File: src/rtl/mux_scan_pkg.sv
// Shared definitions for the 4:1 mux channel scanner.
//   - scanner FSM state encoding (S_IDLE, S_SCAN, S_PRESENT)
//   - channel count, select width and dwell counter width
//   - first_chan(): lowest enabled channel of a mask
package mux_scan_pkg;

    localparam int unsigned NUM_CH = 4;
    localparam int unsigned SEL_W  = 2;
    localparam int unsigned CNT_W  = 4;

    typedef enum logic [1:0] {
        S_IDLE    = 2'd0,
        S_SCAN    = 2'd1,
        S_PRESENT = 2'd2
    } state_e;

    // Lowest set bit of the mask; 0 when the mask is empty so the select stays 2'b00.
    function automatic logic [SEL_W-1:0] first_chan(input logic [NUM_CH-1:0] mask);
        logic [SEL_W-1:0] ch;
        ch = '0;
        for (int i = NUM_CH - 1; i >= 0; i--) begin
            if (mask[i]) begin
                ch = SEL_W'(i);
            end
        end
        return ch;
    endfunction

endpackage

File: src/rtl/mux_scan_next_chan.sv
// Combinational next-channel finder for the mux channel scanner.
// Ports:
//   cur_i   current channel
//   mask_i  enabled-channel mask (bit i = channel i enabled)
//   next_o  next higher enabled channel (cur_i when none remain)
//   last_o  high when no enabled channel exists above cur_i
module mux_scan_next_chan
    import mux_scan_pkg::*;
(
    input  logic [SEL_W-1:0]  cur_i,
    input  logic [NUM_CH-1:0] mask_i,
    output logic [SEL_W-1:0]  next_o,
    output logic              last_o
);

    // Descending walk so the lowest qualifying channel is the one that sticks.
    always_comb begin
        next_o = cur_i;
        last_o = 1'b1;
        for (int i = NUM_CH - 1; i >= 0; i--) begin
            if (i > int'(cur_i) && mask_i[i]) begin
                next_o = SEL_W'(i);
                last_o = 1'b0;
            end
        end
    end

endmodule

File: src/rtl/mux_channel_scanner.sv
// Select sequencer for a 4:1 mux: walks the enabled channels, holds each select for DWELL
// cycles, samples the mux output and presents the four samples as a frame with valid/ready.
// Optional feature macro: MUX_SCAN_MASK_EN (adds chan_mask_i; otherwise all channels scanned).
// Ports:
//   clk, rst_n      clock, asynchronous active-low reset
//   start_i         begin a scan (honoured only in IDLE)
//   cont_i          continuous mode, sampled at frame handshake
//   chan_mask_i     per-channel enable, latched at scan start (MUX_SCAN_MASK_EN only)
//   mux_out_i       output of the driven mux
//   s0_o, s1_o      mux select LSB / MSB
//   frame_o         sampled frame, bit i = mux input i
//   frame_valid_o   frame_ready_i   frame handshake
//   busy_o          high whenever not IDLE
module mux_channel_scanner
    import mux_scan_pkg::*;
#(
    parameter int unsigned DWELL = 2
) (
    input  logic              clk,
    input  logic              rst_n,
    input  logic              start_i,
    input  logic              cont_i,
`ifdef MUX_SCAN_MASK_EN
    input  logic [NUM_CH-1:0] chan_mask_i,
`endif
    input  logic              mux_out_i,
    output logic              s0_o,
    output logic              s1_o,
    output logic [NUM_CH-1:0] frame_o,
    output logic              frame_valid_o,
    input  logic              frame_ready_i,
    output logic              busy_o
);

    localparam logic [CNT_W-1:0] Reload = CNT_W'(DWELL - 1);

    state_e            state_q, state_d;
    logic [SEL_W-1:0]  sel_q, sel_d;
    logic [CNT_W-1:0]  cnt_q, cnt_d;
    logic [NUM_CH-1:0] shadow_q, shadow_d;
    logic [NUM_CH-1:0] frame_q, frame_d;
    logic              valid_q, valid_d;
    logic [NUM_CH-1:0] mask_q, mask_d;
    logic [NUM_CH-1:0] mask_in;
    logic [SEL_W-1:0]  next_chan;
    logic              last_chan;
    logic              scan_go;

`ifdef MUX_SCAN_MASK_EN
    assign mask_in = chan_mask_i;
`else
    assign mask_in = '1;
`endif

    mux_scan_next_chan u_next_chan (
        .cur_i  (sel_q),
        .mask_i (mask_q),
        .next_o (next_chan),
        .last_o (last_chan)
    );

    always_comb begin
        state_d  = state_q;
        sel_d    = sel_q;
        cnt_d    = cnt_q;
        shadow_d = shadow_q;
        frame_d  = frame_q;
        valid_d  = valid_q;
        mask_d   = mask_q;
        scan_go  = 1'b0;

        unique case (state_q)
            S_IDLE: begin
                if (start_i) begin
                    scan_go = 1'b1;
                end
            end
            S_SCAN: begin
                if (mask_q == '0) begin
                    // Nothing to scan: publish an all-zero frame straight away.
                    frame_d = '0;
                    valid_d = 1'b1;
                    state_d = S_PRESENT;
                end else if (cnt_q == '0) begin
                    shadow_d[sel_q] = mux_out_i;
                    if (last_chan) begin
                        frame_d = shadow_d;
                        valid_d = 1'b1;
                        state_d = S_PRESENT;
                    end else begin
                        sel_d = next_chan;
                        cnt_d = Reload;
                    end
                end else begin
                    cnt_d = cnt_q - CNT_W'(1);
                end
            end
            S_PRESENT: begin
                if (frame_ready_i) begin
                    valid_d = 1'b0;
                    if (cont_i) begin
                        scan_go = 1'b1;
                    end else begin
                        state_d = S_IDLE;
                        sel_d   = '0;
                    end
                end
            end
            default: begin
                state_d = S_IDLE;
                sel_d   = '0;
                valid_d = 1'b0;
            end
        endcase

        // Shared entry into SCAN, from IDLE or from a continuous-mode handshake.
        if (scan_go) begin
            state_d  = S_SCAN;
            mask_d   = mask_in;
            sel_d    = first_chan(mask_in);
            cnt_d    = Reload;
            shadow_d = '0;
        end
    end

    always_ff @(posedge clk or negedge rst_n) begin
        if (!rst_n) begin
            state_q  <= S_IDLE;
            sel_q    <= '0;
            cnt_q    <= '0;
            shadow_q <= '0;
            frame_q  <= '0;
            valid_q  <= 1'b0;
            mask_q   <= '0;
        end else begin
            state_q  <= state_d;
            sel_q    <= sel_d;
            cnt_q    <= cnt_d;
            shadow_q <= shadow_d;
            frame_q  <= frame_d;
            valid_q  <= valid_d;
            mask_q   <= mask_d;
        end
    end

    assign s0_o          = sel_q[0];
    assign s1_o          = sel_q[1];
    assign frame_o       = frame_q;
    assign frame_valid_o = valid_q;
    assign busy_o        = (state_q != S_IDLE);

endmodule

File: config.mk
export PLATFORM = sky130hd
export DESIGN_NAME = mux_channel_scanner
export DESIGN_NICKNAME = d
export VERILOG_FILES = /design/src/rtl/mux_scan_pkg.sv /design/src/rtl/mux_scan_next_chan.sv /design/src/rtl/mux_channel_scanner.sv
export SDC_FILE = /design/constraint.sdc
export NUM_CORES = 1
export LEC_CHECK = 0
export CELL_PAD_IN_SITES_DETAIL_PLACEMENT = 0
export CELL_PAD_IN_SITES_GLOBAL_PLACEMENT = 1
export CORE_UTILIZATION = 25
export DETAILED_ROUTE_END_ITERATION = 7
export PLACE_DENSITY = 0.6
export SETUP_SLACK_MARGIN = 0.4
export SYNTH_ARGS = -nofsm -noshare
export SYNTH_HDL_FRONTEND = slang
export SYNTH_SLANG_ARGS = --single-unit
export TNS_END_PERCENT = 5
File: constraint.sdc
create_clock -name clk -period 2.6 [get_ports clk]
set_input_delay 0.39 -clock clk [delete_from_list [all_inputs] [get_ports clk]]
set_output_delay 0.39 -clock clk [all_outputs]
set_load 0.1 [all_outputs]
### Word-level counts from Yosys, hierarchy flattened

Cells that the tools add are included.

* multiplexer cells: 42
* reduce and logical (&&, ||, !) cells: 18
* bitwise gates (word level): 1
* equality and inequality tests: 16
* order comparisons: 5
* add/subtract/negate cells: 1

Operator list (number)
* $mux W4: 12
* $mux W2: 13
* $ne A3 B3 Y1 const B: 8
* $pmux W2 S3: 2
* $mux W1: 11
* $reduce_bool A2 Y1: 5
* $reduce_and A3 Y1: 3
* $logic_not A4 Y1: 2
* $ne A4 B4 Y1 const B: 2
* $reduce_and A7 Y1: 1
* $ne A2 B2 Y1 const B: 3
* $ne A5 B2 Y1 const B: 1
* $reduce_and A5 Y1: 1
* $bwmux W4: 1
* $gt A2 B2 Y1 const A: 2
* $logic_and A1 B1 Y1: 4
* $reduce_and A4 Y1: 1
* $sub A4 B1 Y4 const B: 1
* $lt A2 B3 Y1 const B: 1
* $pmux W1 S3: 1
* $demux W1 S2: 1
* $eq A2 B1 Y1 const B: 1
* $eq A2 B2 Y1 const B: 1
* $ge A2 B1 Y1 const B: 1
* other kinds (4): 4

* input port bits: 6
* word-level logic and storage cells: 90
* register bits after elaboration: 18

### Longest topological paths before layout

* word-level depth: 10
* mapped depth: 6
* mapped depth without buffers: 5

### Modules after synthesis

A second synthesis with hierarchy kept.

* cells, all modules: 107
* area total of the unflattened synthesis: 1012.2 µm²

By module, submodules not included
* mux_channel_scanner: area an instance 957.2 µm², instances 1, seq. area each 450.4 µm², cells each 98
* mux_scan_next_chan: area an instance 55.1 µm², instances 1, seq. area each 0.0 µm², cells each 9

### Worst setup path before layout

OpenSTA, ideal clock, no wires.

* path type: register to register
* from: reg sel_q[1]
* to: reg shadow_q[2]
* slack: 0.698 ns
* cell stages (with the launch flop): 5
* data required time: 2.472 ns
* arrival time: 1.773 ns
* path through: dfrtp_1 -> clkbuf_1 -> inv_1 -> o41ai_2 -> a21oi_1

* word-level cells in the longest chain between the ends: 9

RTL lines
* start: declaration: RTL line mux_channel_scanner.sv:38 `logic [SEL_W-1:0] sel_q, sel_d;`
* start signal: assignment: RTL line mux_channel_scanner.sv:137 `sel_q <= sel_d;`
* $lt A2 B3 Y1 (not written as such) / $ge A2 B1 Y1 (equally long branches): RTL line mux_channel_scanner.sv:85 `shadow_d[sel_q] = mux_out_i;`
* $logic_and A1 B1 Y1 (not written as such): RTL line mux_channel_scanner.sv:85
* $mux W1 (not written as such): RTL line mux_channel_scanner.sv:85
* $demux W1 S2 *: RTL line mux_channel_scanner.sv:85
* $bwmux W4 *: RTL line mux_channel_scanner.sv:85
* $mux W4 *: RTL line mux_channel_scanner.sv:84 `end else if (cnt_q == '0) begin`
* $mux W4 *: RTL line mux_channel_scanner.sv:79 `if (mask_q == '0) begin`
* $mux W4 *: RTL line mux_channel_scanner.sv:72 `unique case (state_q)`
* $mux W4 *: RTL line mux_channel_scanner.sv:117 `if (scan_go) begin`
* end signal: assignment: RTL line mux_channel_scanner.sv:139 `shadow_q <= shadow_d;`
* end: declaration: RTL line mux_channel_scanner.sv:40 `logic [NUM_CH-1:0] shadow_q, shadow_d;`

Every way passes the cells marked *; elsewhere a longest branch is shown, timed or not. The select of a mux whose other input is x is not followed.
A chain may end at the register's enable or synchronous reset.

### Final worst setup path

* from: reg cnt_q[0]
* to: reg cnt_q[3]

* word-level cells in the longest chain between the ends: 5

RTL lines
* start: declaration: RTL line mux_channel_scanner.sv:39 `logic [CNT_W-1:0] cnt_q, cnt_d;`
* start signal: assignment: RTL line mux_channel_scanner.sv:138 `cnt_q <= cnt_d;`
* $sub A4 B1 Y4 / $logic_not A4 Y1 (equally long branches): RTL line mux_channel_scanner.sv:95, mux_channel_scanner.sv:84
* $mux W4: RTL line mux_channel_scanner.sv:84
* $mux W4: RTL line mux_channel_scanner.sv:79
* $mux W4: RTL line mux_channel_scanner.sv:72
* $mux W4: RTL line mux_channel_scanner.sv:117

Several ways; a longest one is shown, not always the timed one. The select of a mux whose other input is x is not followed.

==> flow_summary.ini <==
[critical_path]
cp_max_fo = 8
r2r-start = cnt_q[0]$_DFFE_PN0P_
startpoint = cnt_q[0]$_DFFE_PN0P_
crit_required_ns = 2.73
startpoint_type = flip-flop
crit_type = reg2reg
endpoint_kind = flip-flop
r2r_slack_ns = 0.69
arrival_ns = 2.04

[sta]
fmax_mhz = 524.4
maxSlewViolCount = 0
period_share = 0.7334
relSlewSlack = 0.4667
skew_ns = 0.001812
finalSetupViolCount = 0
hold_violations = 0
tightest_slew_ns = 0.7975
setup-tns-final_ns = 0
rsz0062_at_grt = false
period_needed_ns = 1.907

[worst_hold_path]
hold_path_class = reg2reg
holdCritStartpoint = frame_o[3]$_DFFE_PN0P_

[logic_synthesis]
syn_avg_cell_area_um2 = 9.464
postSynthCellCount = 110
syn-cell-area_um2 = 1041
yosysSeqAreaShare = 0.4087
synth_commonest_cells = dfrtp_1, nand2_1, a21oi_1
synth_most_common_cell = dfrtp_1
ys_warn_count = 0
synth_top_area_cell = dfrtp_1
synth-seq-cells = 17
synthDistinctLibCells = 40
synth_edf_count = 0
yosys_most_used_dff = dfrtp_1
synth_fp_nets = 118
synth.top_cell.area_share = 0.4087
synthTopCellsByArea = dfrtp_1, nand2_1, o41ai_2
async_flop_share = 1.000

[routing]
wire_per_inst_um = 14.48
drc = 0
antenna_left = 0
vias = 859
vias_per_cell = 5.053
first_pass_iters = 4
wirelength_um = 2461
first_iter_violations = 58

[floorplanning]
io-pin-count = 14
start_util = 0.2602
die_h_um = 66.53
dieArea_um2 = 4426
core_um2 = 4000
num_rows = 23
die_w_um = 66.53

[global_route]
gr-total-overflow = 0
grt_pass1_wl_um = 3995
grt_max_degree = 18
grt_pass1_vias = 796
antenna_found_initial = 0
grtUsageTotal = 0.1203

[clock_network]
hold_buffers = 0
cts_buffers = 3
cts_resized = 0
cts.htree.levels = 1
cts.sinks = 17
cts_tree = done
cts_buffer_depth = 2
cts_setup_buffers = 0
cts-root-buf = clkbuf_8
clkTransAtPathRegs_ns = 0.07
clkLatencyLatePin_ns = 0.25

[run_status]
status = completed

[place]
place_hpwl_um = 1852
io_buffers = 13
gp_congestion = 0.7488

[final_layout]
areaGrowthSynthToFinish_pct = 17.31
n_antenna_cell = 0
drive_gt1_frac = 0.1917
nets = 129

[flow_run]
cap_violations = 0
per-layer routing:
metal	track usage	part of all wire
met4	0.01596	0
met5	0	0
met1	0.1679	0.50
met2	0.1901	0.46
met3	0.03082	0.044
cell usage in the layout, fill, tap and decap left out, types with 4 or more instances in the layout:
cell type        synthesis  final
nand4_1                  4      4
a21oi_1                  8      8
dfrtp_1                 17     17
buf_4                    0      8
inv_1                    7      7
nor2_1                   4      4
clkdlybuf4s50_1          0      5
nand2_1                 14     14
cells by family after synthesis:
logic type / count (synthesis) / share of synthesized area
simple gates: 48 / 0.2837
flops: 17 / 0.4087
mux: 1 / 0.01082
fa+ha+maj: 2 / 0.02403
compound gates: 28 / 0.2103
buf+inv: 14 / 0.06250
worst paths after layout:
path | to | cells after the start
worst min-delay path | frame_o[3]$_DFFE_PN0P_ | 2
min in group asynchronous | state_q[1]$_DFFE_PN0P_ | 1
worst max-delay path | cnt_q[3]$_DFFE_PN0P_ | 5
worst max register to register | cnt_q[3]$_DFFE_PN0P_ | 5
worst min register to register | frame_o[3]$_DFFE_PN0P_ | 2
max in group asynchronous | cnt_q[1]$_DFFE_PN0P_ | 1
worst max-delay path: stages (launching register included):
cell	delay (ns)
dfrtp_1	0.38
inv_1	0.12
ha_1	0.21
or3b_1	0.52
o211ai_2	0.22
mux2_1	0.34
cell type report:
class / count / area, um^2
timing repair buffer: 13 / 110.1
sequential: 17 / 425.4
fill: 411 / 2779
multi-input combinational: 79 / 550.5
tap: 50 / 62.56
clock buffer: 3 / 41.29
clock inverter: 1 / 5.005
inverter: 7 / 26.28
state kept, by name, indices dropped and copies added, names as in the netlist:
| signal | count |
|---|---|
| frame_valid_o | 1 |
| frame_o | 4 |
| state_q | 2 |
| cnt_q | 4 |
| shadow_q | 3 |
| sel_q | 2 |
| mask_q | 1 |
through the flow:
step	hold slack (ns)	setup WS (ns)	area, um^2	util	cells
CTS	0.5347	0.6916	1221	0.3053	170
global placement	0.4953	0.7810	1175	0.2937	166
detailed placement	0.5163	0.7138	1175	0.2937	166
floorplan	0.09441	0.6983	1041	-	110
finish	0.5266	0.6931	1221	0.3053	170
global route	0.5547	0.5561	1221	0.3053	170
Power is not shown: default switching activity piles up to over one toggle a cycle in this logic, so the estimate is an artifact.
